===== src/rtl/pc.sv =====
// Program counter for the 16-bit fetch stage. Each enabled edge loads the
// external next address or self-increments. PC_inc feeds the next-PC/link logic.
module pc #(
   parameter int unsigned               WIDTH     = 16,
   parameter logic [WIDTH-1:0]          RESET_VEC = '0,
   parameter int unsigned               STEP      = 1
) (
   input  logic             clk,
   input  logic             PC_rst,
   input  logic             PC_en,
   input  logic             PC_load,
   input  logic [WIDTH-1:0] PC_next,
   output logic [WIDTH-1:0] PC,
   output logic [WIDTH-1:0] PC_inc,
   output logic             PC_valid
);

   localparam logic [WIDTH-1:0] STEP_W = WIDTH'(STEP);

   logic [WIDTH-1:0] pc_q, pc_d;
   logic             valid_q, valid_d;

   // PC_next is selected only on a load, so an X on it cannot leak into an increment
   always_comb begin
      pc_d    = pc_q;
      valid_d = valid_q;
      if (PC_en) begin
         pc_d    = PC_load ? PC_next : PC_inc;
         valid_d = 1'b1;
      end
   end

   always_ff @(posedge clk or negedge PC_rst) begin
      if (!PC_rst) begin
         pc_q    <= RESET_VEC;
         valid_q <= 1'b0;
      end else begin
         pc_q    <= pc_d;
         valid_q <= valid_d;
      end
   end

   assign PC_inc   = pc_q + STEP_W;
   assign PC       = pc_q;
   assign PC_valid = valid_q;

endmodule


===== config.mk =====
export PLATFORM = sky130hd
export DESIGN_NAME = pc
export DESIGN_NICKNAME = d
export VERILOG_FILES = /design/src/rtl/pc.sv
export SDC_FILE = /design/constraint.sdc
export NUM_CORES = 1
export LEC_CHECK = 0
export BUFFER_PORTS_ARGS = -buffer_cell sky130_fd_sc_hd__buf_4
export CORE_UTILIZATION = 47
export DETAILED_ROUTE_END_ITERATION = 7
export MAX_ROUTING_LAYER = met4
export PLACE_DENSITY = 0.88
export SKIP_CTS_REPAIR_TIMING = 1
export SLEW_MARGIN = 30
export SYNTH_ARGS = -nofsm -noshare
export SYNTH_HDL_FRONTEND = slang
export SYNTH_SLANG_ARGS = --single-unit

===== constraint.sdc =====
create_clock -name clk -period 2.3 [get_ports clk]
set_clock_uncertainty 0.2 [all_clocks]
set_input_delay 0.69 -clock clk [delete_from_list [all_inputs] [get_ports clk]]
set_output_delay 0.69 -clock clk [all_outputs]
set_load 0.01 [all_outputs]

==> impl_metrics.ini, run 1 <==
[timing]
finalSetupViolations = 14
grt_setup_unrepaired = yes
worst_pin_slew_ns = 0.485
slew_violations = 0
slew_headroom_pct = 67.6
fin_crit_ns = 2.73
layout_setup_ws_ns = -0.431
fmax_mhz = 366
post-route-period-util_pct = 119
hold_viol_final = 0

[worst_setup_path]
startpoint_type = register
required_ns = 1.41
path_class = register to primary output
worstPathMaxFanout = 4
crit_path_end_kind = primary output
worst-endpoint-arrival_ns = 1.84

[yosys]
synth-edff-count = 0
avgSynthCellArea_um2 = 8.68
synthMuxAreaShare_pct = 1.60
synth-seq-cells = 17
synth-main-ff-cell = dfrtp_1
synthesis.nets = 165
netlist_instances = 144
syn_area_um2 = 1250
synth_top_family_by_area = simple AND/OR/NAND/NOR gates
synth.area.top_cells = dfrtp_1, xnor2_1, nand2_1
yosysTopAreaCellShare_pct = 34.0
yosys_warnings = 0
synth_compound_area_share_pct = 19.5
seq_area_frac_synth_pct = 34.0
synthAdderAreaFrac_pct = 1.00
synth_cell_type_count = 39
synth_simple_gate_area_share_pct = 27.2
yosysTopAreaCell = dfrtp_1
synth_xor_xnor_area_share_pct = 9.81
async_reset_ff_share_pct = 100

[place]
port_buffers = 52
place_inst = 238
hpwl_mm = 2.75
dp_slack_ns = -0.0456
gp_congestion = 0.869

[detailed_routing]
wl_met2_mm = 2.47
drcViolationCount = 0
wl_met3_um = 411
drt-met1-wl_mm = 1.84
maxUsedRoutingLayer = met4
ant_nets = 0
drt_iter0_drc = 72
routed_wl_mm = 4.91
wl_per_cell_um = 19.2
viasPerCell = 5.96
drtPass1Iterations = 4
vias = 1525

[global_routing]
grt_usage_pct = 29.2
grt_pass1_wl_mm = 5.87
first_global_vias = 1271
antenna_found_initial = 0
grt-ovfl-total = 0
grt_max_degree = 27

[outcome]
failed_checks = setup timing
outcome = finished, violations left

[die]
placementRows = 18
initial_utilization_pct = 50.0
die_w_um = 53.6
io_pins = 53
die_height_um = 53.6
dieArea_um2 = 2870
core_um2 = 2500

[finish]
layout.nets = 248
n_antenna_cell = 0
syn_to_final_growth_pct = 69.1
drive_above_1_share_pct = 52.7
layoutNonFillerInstCount = 256

[pwr]
p_total_w = 0.00130
power_density_nw_per_um2 = 613
p_leak_nw = 0.995
ir_worst_vdd_mv = 0.652

[clocking]
h-tree-depth = 1
clockRootBuffer = clkbuf_4
cts_tree = done
cts_buffers = 3
clock_sinks = 17
cts.path.max_buffers = 2
clk_latency_ns = 0.33
clk_pin_slew_ns = 0.13

[job]
maxCapViolCount = 0

[min_path]
hold_class = input port to async pin
## worst max-delay path: stages (launching register included)
cell	delay, ns
dfrtp_1	0.44
ha_2	0.25
nand2_4	0.08
or4_4	0.47
xnor2_4	0.15
buf_6	0.12
## cells by family (layout without fill, tap and decap cells)
kind of cell    Yosys count  count (layout)
buf+inv                  16              98
simple gates             61              61
compound gates           33              33
fa+ha+maj                 1               1
flops                    17              17
mux                       2               2
xor+xnor                 14              14
## layout make-up
cell class,instances,area [µm²]
clock buffers,3,22.5
clock inverters,1,5.00
fillers,128,387
inverters,7,26.3
multi-input cells,111,908
flip-flops and latches,17,427
well taps,30,37.5
repair buffers,87,687
## metrics by stage
stage / cell area (µm²) / TNS (ns) / utilization [%] / hold slack [ns]
final: 2110 / -3.75 / 84.5 / 0.000311
after global routing: 2110 / -4.84 / 84.5 / -0.00225
after CTS: 1860 / -3.36 / 74.5 / 0.0295
after detailed placement: 1840 / -0.0626 / 73.4 / 0.265
after global placement: 1840 / 0 / 73.4 / 0.259
after floorplan: 1310 / -0.0367 / - / 0.194
## layer usage
| metal | vias to the layer above | track usage, % |
|---|---|---|
| li1 | 678 | - |
| met1 | 712 | 35.9 |
| met2 | 113 | 49.4 |
| met3 | 22 | 3.67 |
| met4 | 0 | 10.1 |
| met5 | - | - |
## cell usage in the layout (no fill, tap or decap), types with 3 or more instances in the layout
| cell | n |
|---|---|
| dfrtp_1 | 16 |
| a22o_1 | 3 |
| nor2b_1 | 4 |
| xor2_1 | 6 |
| xnor2_1 | 3 |
| clkbuf_4 | 3 |
| inv_1 | 6 |
| nand3_1 | 7 |
| xnor2_2 | 3 |
| nor2_1 | 9 |
| nand2_1 | 14 |
| nor2_4 | 4 |
| o21ai_0 | 7 |
| o311ai_2 | 3 |
| a21oi_1 | 9 |
| buf_4 | 79 |
| buf_6 | 7 |
## registers in the layout, indices dropped and copies added, names as in the netlist
register and flops:
PC 16, PC_valid 1
## Yosys cell counts, types with 4 or more instances
master    instances
clkbuf_1          4
nand2_1          15
nor2b_1           4
inv_1             6
xor2_1            6
a21oi_1           9
dfrtp_1          17
o21ai_0           7
nand3_1          10
nor2_1           13
nor3_1            4
xnor2_1           8
## final timing paths
path                          start          to  cells after the start  slack [ns]
setup / recovery              PC[1]  PC_inc[12]                      5       -0.43
setup reg to reg              PC[1]      PC[12]                      5        0.35
hold / removal               PC_rst       PC[7]                      1      0.0003
max in group asynchronous    PC_rst       PC[2]                      1        1.67
min in group clk           PC_valid    PC_valid                      1        0.30
hold reg to reg            PC_valid    PC_valid                      1        0.30
## where the power goes
part           leakage, nW  switching, W  internal, W
registers            0.195     0.0000571     0.000343
logic                0.783      0.000342     0.000364
clock network       0.0177      0.000124    0.0000655
No activity file was read; power rests on OpenSTA's default activity.
==> run 2: changes to the inputs <==
--- a/config.mk
+++ b/config.mk
@@ -8,9 +8,9 @@
 export BUFFER_PORTS_ARGS = -buffer_cell sky130_fd_sc_hd__buf_4
 export CORE_UTILIZATION = 47
 export DETAILED_ROUTE_END_ITERATION = 7
+export GPL_ROUTABILITY_DRIVEN = 0
 export MAX_ROUTING_LAYER = met4
 export PLACE_DENSITY = 0.88
-export SKIP_CTS_REPAIR_TIMING = 1
 export SLEW_MARGIN = 30
 export SYNTH_ARGS = -nofsm -noshare
 export SYNTH_HDL_FRONTEND = slang
==> constraint.sdc (replaced) <==
create_clock -name clk -period 2.6 [get_ports clk]
set_clock_uncertainty 0.2 [all_clocks]
set_input_delay 0.78 -clock clk [delete_from_list [all_inputs] [get_ports clk]]
set_output_delay 0.78 -clock clk [all_outputs]
set_load 0.01 [all_outputs]
==> impl_metrics.ini, run 2 (same netlist as run 1, synthesis figures left out) <==
[worst_setup_path]
worst-endpoint-arrival_ns = 1.81
worstPathMaxFanout = 5
required_ns = 1.62
path_class = register to primary output
crit_path_end_kind = primary output
startpoint_type = register

[timing]
grt_setup_unrepaired = yes
slew_headroom_pct = 68.2
fmax_mhz = 358
post-route-period-util_pct = 107
slew_violations = 0
layout_setup_ws_ns = -0.189
worst_pin_slew_ns = 0.477
fin_crit_ns = 2.79
hold_viol_final = 0
finalSetupViolations = 8

[global_routing]
grt_usage_pct = 29.5
first_global_vias = 1246
antenna_found_initial = 0
grt-ovfl-total = 0
grt_pass1_wl_mm = 5.90
grt_max_degree = 27

[clocking]
hold_buffers = 0
cts_tree = done
cts.path.max_buffers = 2
clk_latency_ns = 0.31
cts_buffers = 3
h-tree-depth = 1
clock_sinks = 17
clockRootBuffer = clkbuf_4
clk_pin_slew_ns = 0.11

[die]
die_height_um = 53.6
core_um2 = 2500
io_pins = 53
dieArea_um2 = 2870
initial_utilization_pct = 50.0
placementRows = 18
die_w_um = 53.6

[detailed_routing]
drt_iter0_drc = 82
viasPerCell = 5.92
vias = 1404
ant_nets = 0
wl_per_cell_um = 17.0
drcViolationCount = 0
drtPass1Iterations = 4
routed_wl_mm = 4.02

[pwr]
ir_worst_vdd_mv = 0.501
pwr-share-clk_pct = 15.2
p_total_w = 0.00102
sequentialPowerShare_pct = 36.7
power_density_nw_per_um2 = 547
p_leak_nw = 0.830
p_sw_share_pct = 39.4
p_sw_w = 0.000400
power.internal_w = 0.000617
p_comb_share_pct = 48.1

[finish]
largest_reg_flops = 16
syn_to_final_growth_pct = 48.6
layout.nets = 229
mostFrequentLayoutCells = buf_4, nand2_1, dfrtp_1, nand3_1, nor2_1
drive_above_1_share_pct = 47.3
layout_commonest_cell = buf_4
n_antenna_cell = 0
postLayoutCellArea_um2 = 1860
num-fill-cells = 168
layoutNonFillerInstCount = 237

[place]
place_inst = 227
hpwl_mm = 2.57
dpl-instance-area_um2 = 1690
port_buffers = 52
dp_slack_ns = 0.0453

[min_path]
hold_class = input port to async pin

[outcome]
outcome = finished, violations left
failed_checks = setup timing

[job]
maxCapViolCount = 0
-- run 2: final timing paths --
path	from	end	slack [ns]	cells after the start
hold / removal	PC_rst	PC[0]	0.12	1
min in group clk	PC_valid	PC_valid	0.29	1
setup reg to reg	PC[7]	PC[12]	0.71	4
hold reg to reg	PC_valid	PC_valid	0.29	1
max in group asynchronous	PC_rst	PC[6]	1.86	1
setup / recovery	PC[7]	PC_inc[12]	-0.19	4
-- run 2: what timing repair did --
item	in CTS	in global routing
setup endpoints to repair	9	10
pin swaps	3	2
gates resized for setup	12	12
buffers inserted	4	1
cloned	0	1
-- run 2: routing by layer --
metal | up-vias | GRT usage, % | routed length (µm)
li1 | 640 | - | -
met1 | 658 | 36.4 | 1550
met2 | 90 | 50.2 | 2000
met3 | 16 | 3.39 | 329
met4 | 0 | 9.21 | 144
met5 | - | - | 0
-- run 2: area by class of cell --
cell class                      instances  area, µm²  area share [%]
Timing Repair Buffer                   67        507            27.3
Tap cell                               30       37.5            2.02
Inverter                                7       26.3            1.41
Clock buffer                            4       26.3            1.41
Sequential cell                        17        434            23.4
Multi-Input combinational cell        112        827            44.5
-- run 2: worst max-delay path, stage by stage (launching register included) --
cell and delay, ns:
dfrtp_2 0.45, nand4_4 0.17, or4_4 0.57, xnor2_2 0.16, buf_4 0.14
-- run 2: per-stage QoR --
stage / hold slack, ns / setup TNS [ns] / utilization (%)
floorplan: 0.284 / 0 / -
global placement: 0.253 / 0 / 67.8
detailed placement: 0.254 / 0 / 67.8
global route: 0.125 / -1.51 / 74.3
finish: 0.117 / -0.748 / 74.3
CTS: 0.135 / -0.505 / 71.4
-- run 2: power by group through the flow --
stage | Combinational (W) | Sequential, W | Clock, W
global route | 0.000524 | 0.000379 | 0.000164
detailed placement | 0.000443 | 0.000365 | 0
global placement | 0.000433 | 0.000361 | 0
finish | 0.000489 | 0.000373 | 0.000154
floorplan | 0.000201 | 0.000385 | 0
CTS | 0.000465 | 0.000361 | 0.000148
==> run 3: changes to the inputs <==
--- a/config.mk
+++ b/config.mk
@@ -7,6 +7,7 @@
 export LEC_CHECK = 0
 export BUFFER_PORTS_ARGS = -buffer_cell sky130_fd_sc_hd__buf_4
 export CORE_UTILIZATION = 47
+export CTS_BUF_LIST = sky130_fd_sc_hd__clkbuf_16
 export DETAILED_ROUTE_END_ITERATION = 7
 export GPL_ROUTABILITY_DRIVEN = 0
 export MAX_ROUTING_LAYER = met4
==> constraint.sdc (replaced) <==
create_clock -name clk -period 2.73 [get_ports clk]
set_clock_uncertainty 0.2 [all_clocks]
set_input_delay 0.819 -clock clk [delete_from_list [all_inputs] [get_ports clk]]
set_output_delay 0.819 -clock clk [all_outputs]
set_load 0.01 [all_outputs]
==> impl_metrics.ini, run 3 (same netlist as run 1, synthesis figures left out) <==
[outcome]
outcome = completed

[place]
place_inst = 222
port_buffers = 52
hpwl_mm = 2.52
dp_slack_ns = 0.144

[worst_setup_path]
path_class = register to primary output
worstReg2RegEnd = PC[12]
worstPathMaxFanout = 6
crit_path_end_kind = primary output
path_cells = nand3_2 -> or4_4 -> xnor2_1 -> buf_4
worst-endpoint-arrival_ns = 1.69
startpoint_type = register
cp_slowest_stage_delay_ns = 0.58
required_ns = 1.71
r2r_slack_ns = 0.84
timing.rr.start = PC[7]
slowest_stage = or4_4
ff2ff_path_depth = 4

[finish]
num-fill-cells = 162
syn_to_final_growth_pct = 54.2
largest_reg_flops = 16
layout.nets = 234
multi_input_area_um2 = 793
layout_commonest_cell = buf_4
drive_above_1_share_pct = 49.1
mostFrequentLayoutCells = buf_4, nand2_1, nor2_1
register_area_um2 = 438
utilization_pct = 77.1
n_antenna_cell = 0
layoutNonFillerInstCount = 242

[die]
dieArea_um2 = 2870
io_pins = 53
core_um2 = 2500
placementRows = 18
die_height_um = 53.6
initial_utilization_pct = 50.0
die_w_um = 53.6

[clocking]
cts_tree = done
clk_pin_slew_ns = 0.05
cts_buffers = 3
hold_buffers = 0
clockRootBuffer = clkbuf_16
clock_sinks = 17
clk_latency_ns = 0.25
cts.path.max_buffers = 2
h-tree-depth = 1

[timing]
slew_headroom_pct = 71.3
worst_pin_slew_ns = 0.430
slew_violations = 0
finalSetupViolations = 0
post-route-period-util_pct = 99.3
grt_setup_unrepaired = yes
fmax_mhz = 369
layout_setup_ws_ns = 0.0189
fin_crit_ns = 2.71
hold_viol_final = 0

[min_path]
hold_class = input port to async pin

[detailed_routing]
routed_wl_mm = 4.13
wl_met2_mm = 2.16
wl_per_cell_um = 17.0
viasPerCell = 5.82
drtPass1Iterations = 4
drt-met1-wl_mm = 1.68
maxUsedRoutingLayer = met4
drcViolationCount = 0
ant_nets = 0
vias = 1408
drt_iter0_drc = 49
wl_met3_um = 208

[global_routing]
grt_pass1_wl_mm = 5.95
grt_usage_pct = 29.8
antenna_found_initial = 0
grt_max_degree = 27
grt-ovfl-total = 0
first_global_vias = 1299

[pwr]
ir_worst_vdd_mv = 0.574
p_leak_nw = 0.862
power_density_nw_per_um2 = 587

[job]
maxCapViolCount = 0
==> run 3: cell types whose count changed in the layout (fill, tap and decap cells not counted), sizes merged <==
cell,change
clkinv,+1
buf,+6
nand4,-1
clkbuf,-1
==> run 3: per-layer routing <==
metal,vias to the layer above,GRT usage [%]
met2,54,46.9
met4,0,12.7
met1,701,36.6
met5,-,-
met3,8,6.78
li1,645,-
==> run 3: critical path, delay by kind of cell, from the launching register on <==
kind	cells	cell delay [ns]
buf+inv	1	0.14
flops	1	0.43
simple gates	2	0.71
xor+xnor	1	0.16
==> run 3: report_power, final <==
part           switching [W]  internal [W]
Clock               0.000104      0.000196
Combinational       0.000222      0.000251
Sequential         0.0000638      0.000295
==> run 3: stage by stage <==
stage	hold slack [ns]	setup TNS (ns)	total power (W)	instance area, µm²
global route	0.250	-0.0409	0.00119	1930
finish	0.228	0	0.00113	1930
floorplan	0.310	0	0.000558	1250
global placement	0.253	0	0.000740	1660
CTS	0.234	-0.00649	0.00109	1830
detailed placement	0.262	0	0.000753	1660
==> run 3: cell type report <==
type	instances	share of cell area [%]
clock inverter	1	0.260
sequential	17	22.7
multi-input combinational	111	41.2
tap	30	1.95
timing repair buffer	73	28.6
clock buffer	3	3.90
inverter	7	1.36
==> run 3: what timing repair did <==
item | in CTS | in global routing
gates resized for setup | 13 | 9
endpoints found under the setup margin | 7 | 9
cloned | 0 | 0
buffers inserted | 6 | 10
pin swaps | 0 | 3
==> run 3: worst max path at each step <==
stage | start | end | slack [ns] | cells after the start
finish | PC[2] | PC_inc[13] | 0.02 | 4
global route | PC[2] | PC_inc[13] | -0.02 | 4
CTS | PC[0] | PC_inc[12] | -0.006 | 5
detailed placement | PC[0] | PC_inc[8] | 0.14 | 5
global placement | PC[0] | PC_inc[8] | 0.21 | 5
floorplan | PC[0] | PC_inc[8] | 0.19 | 4
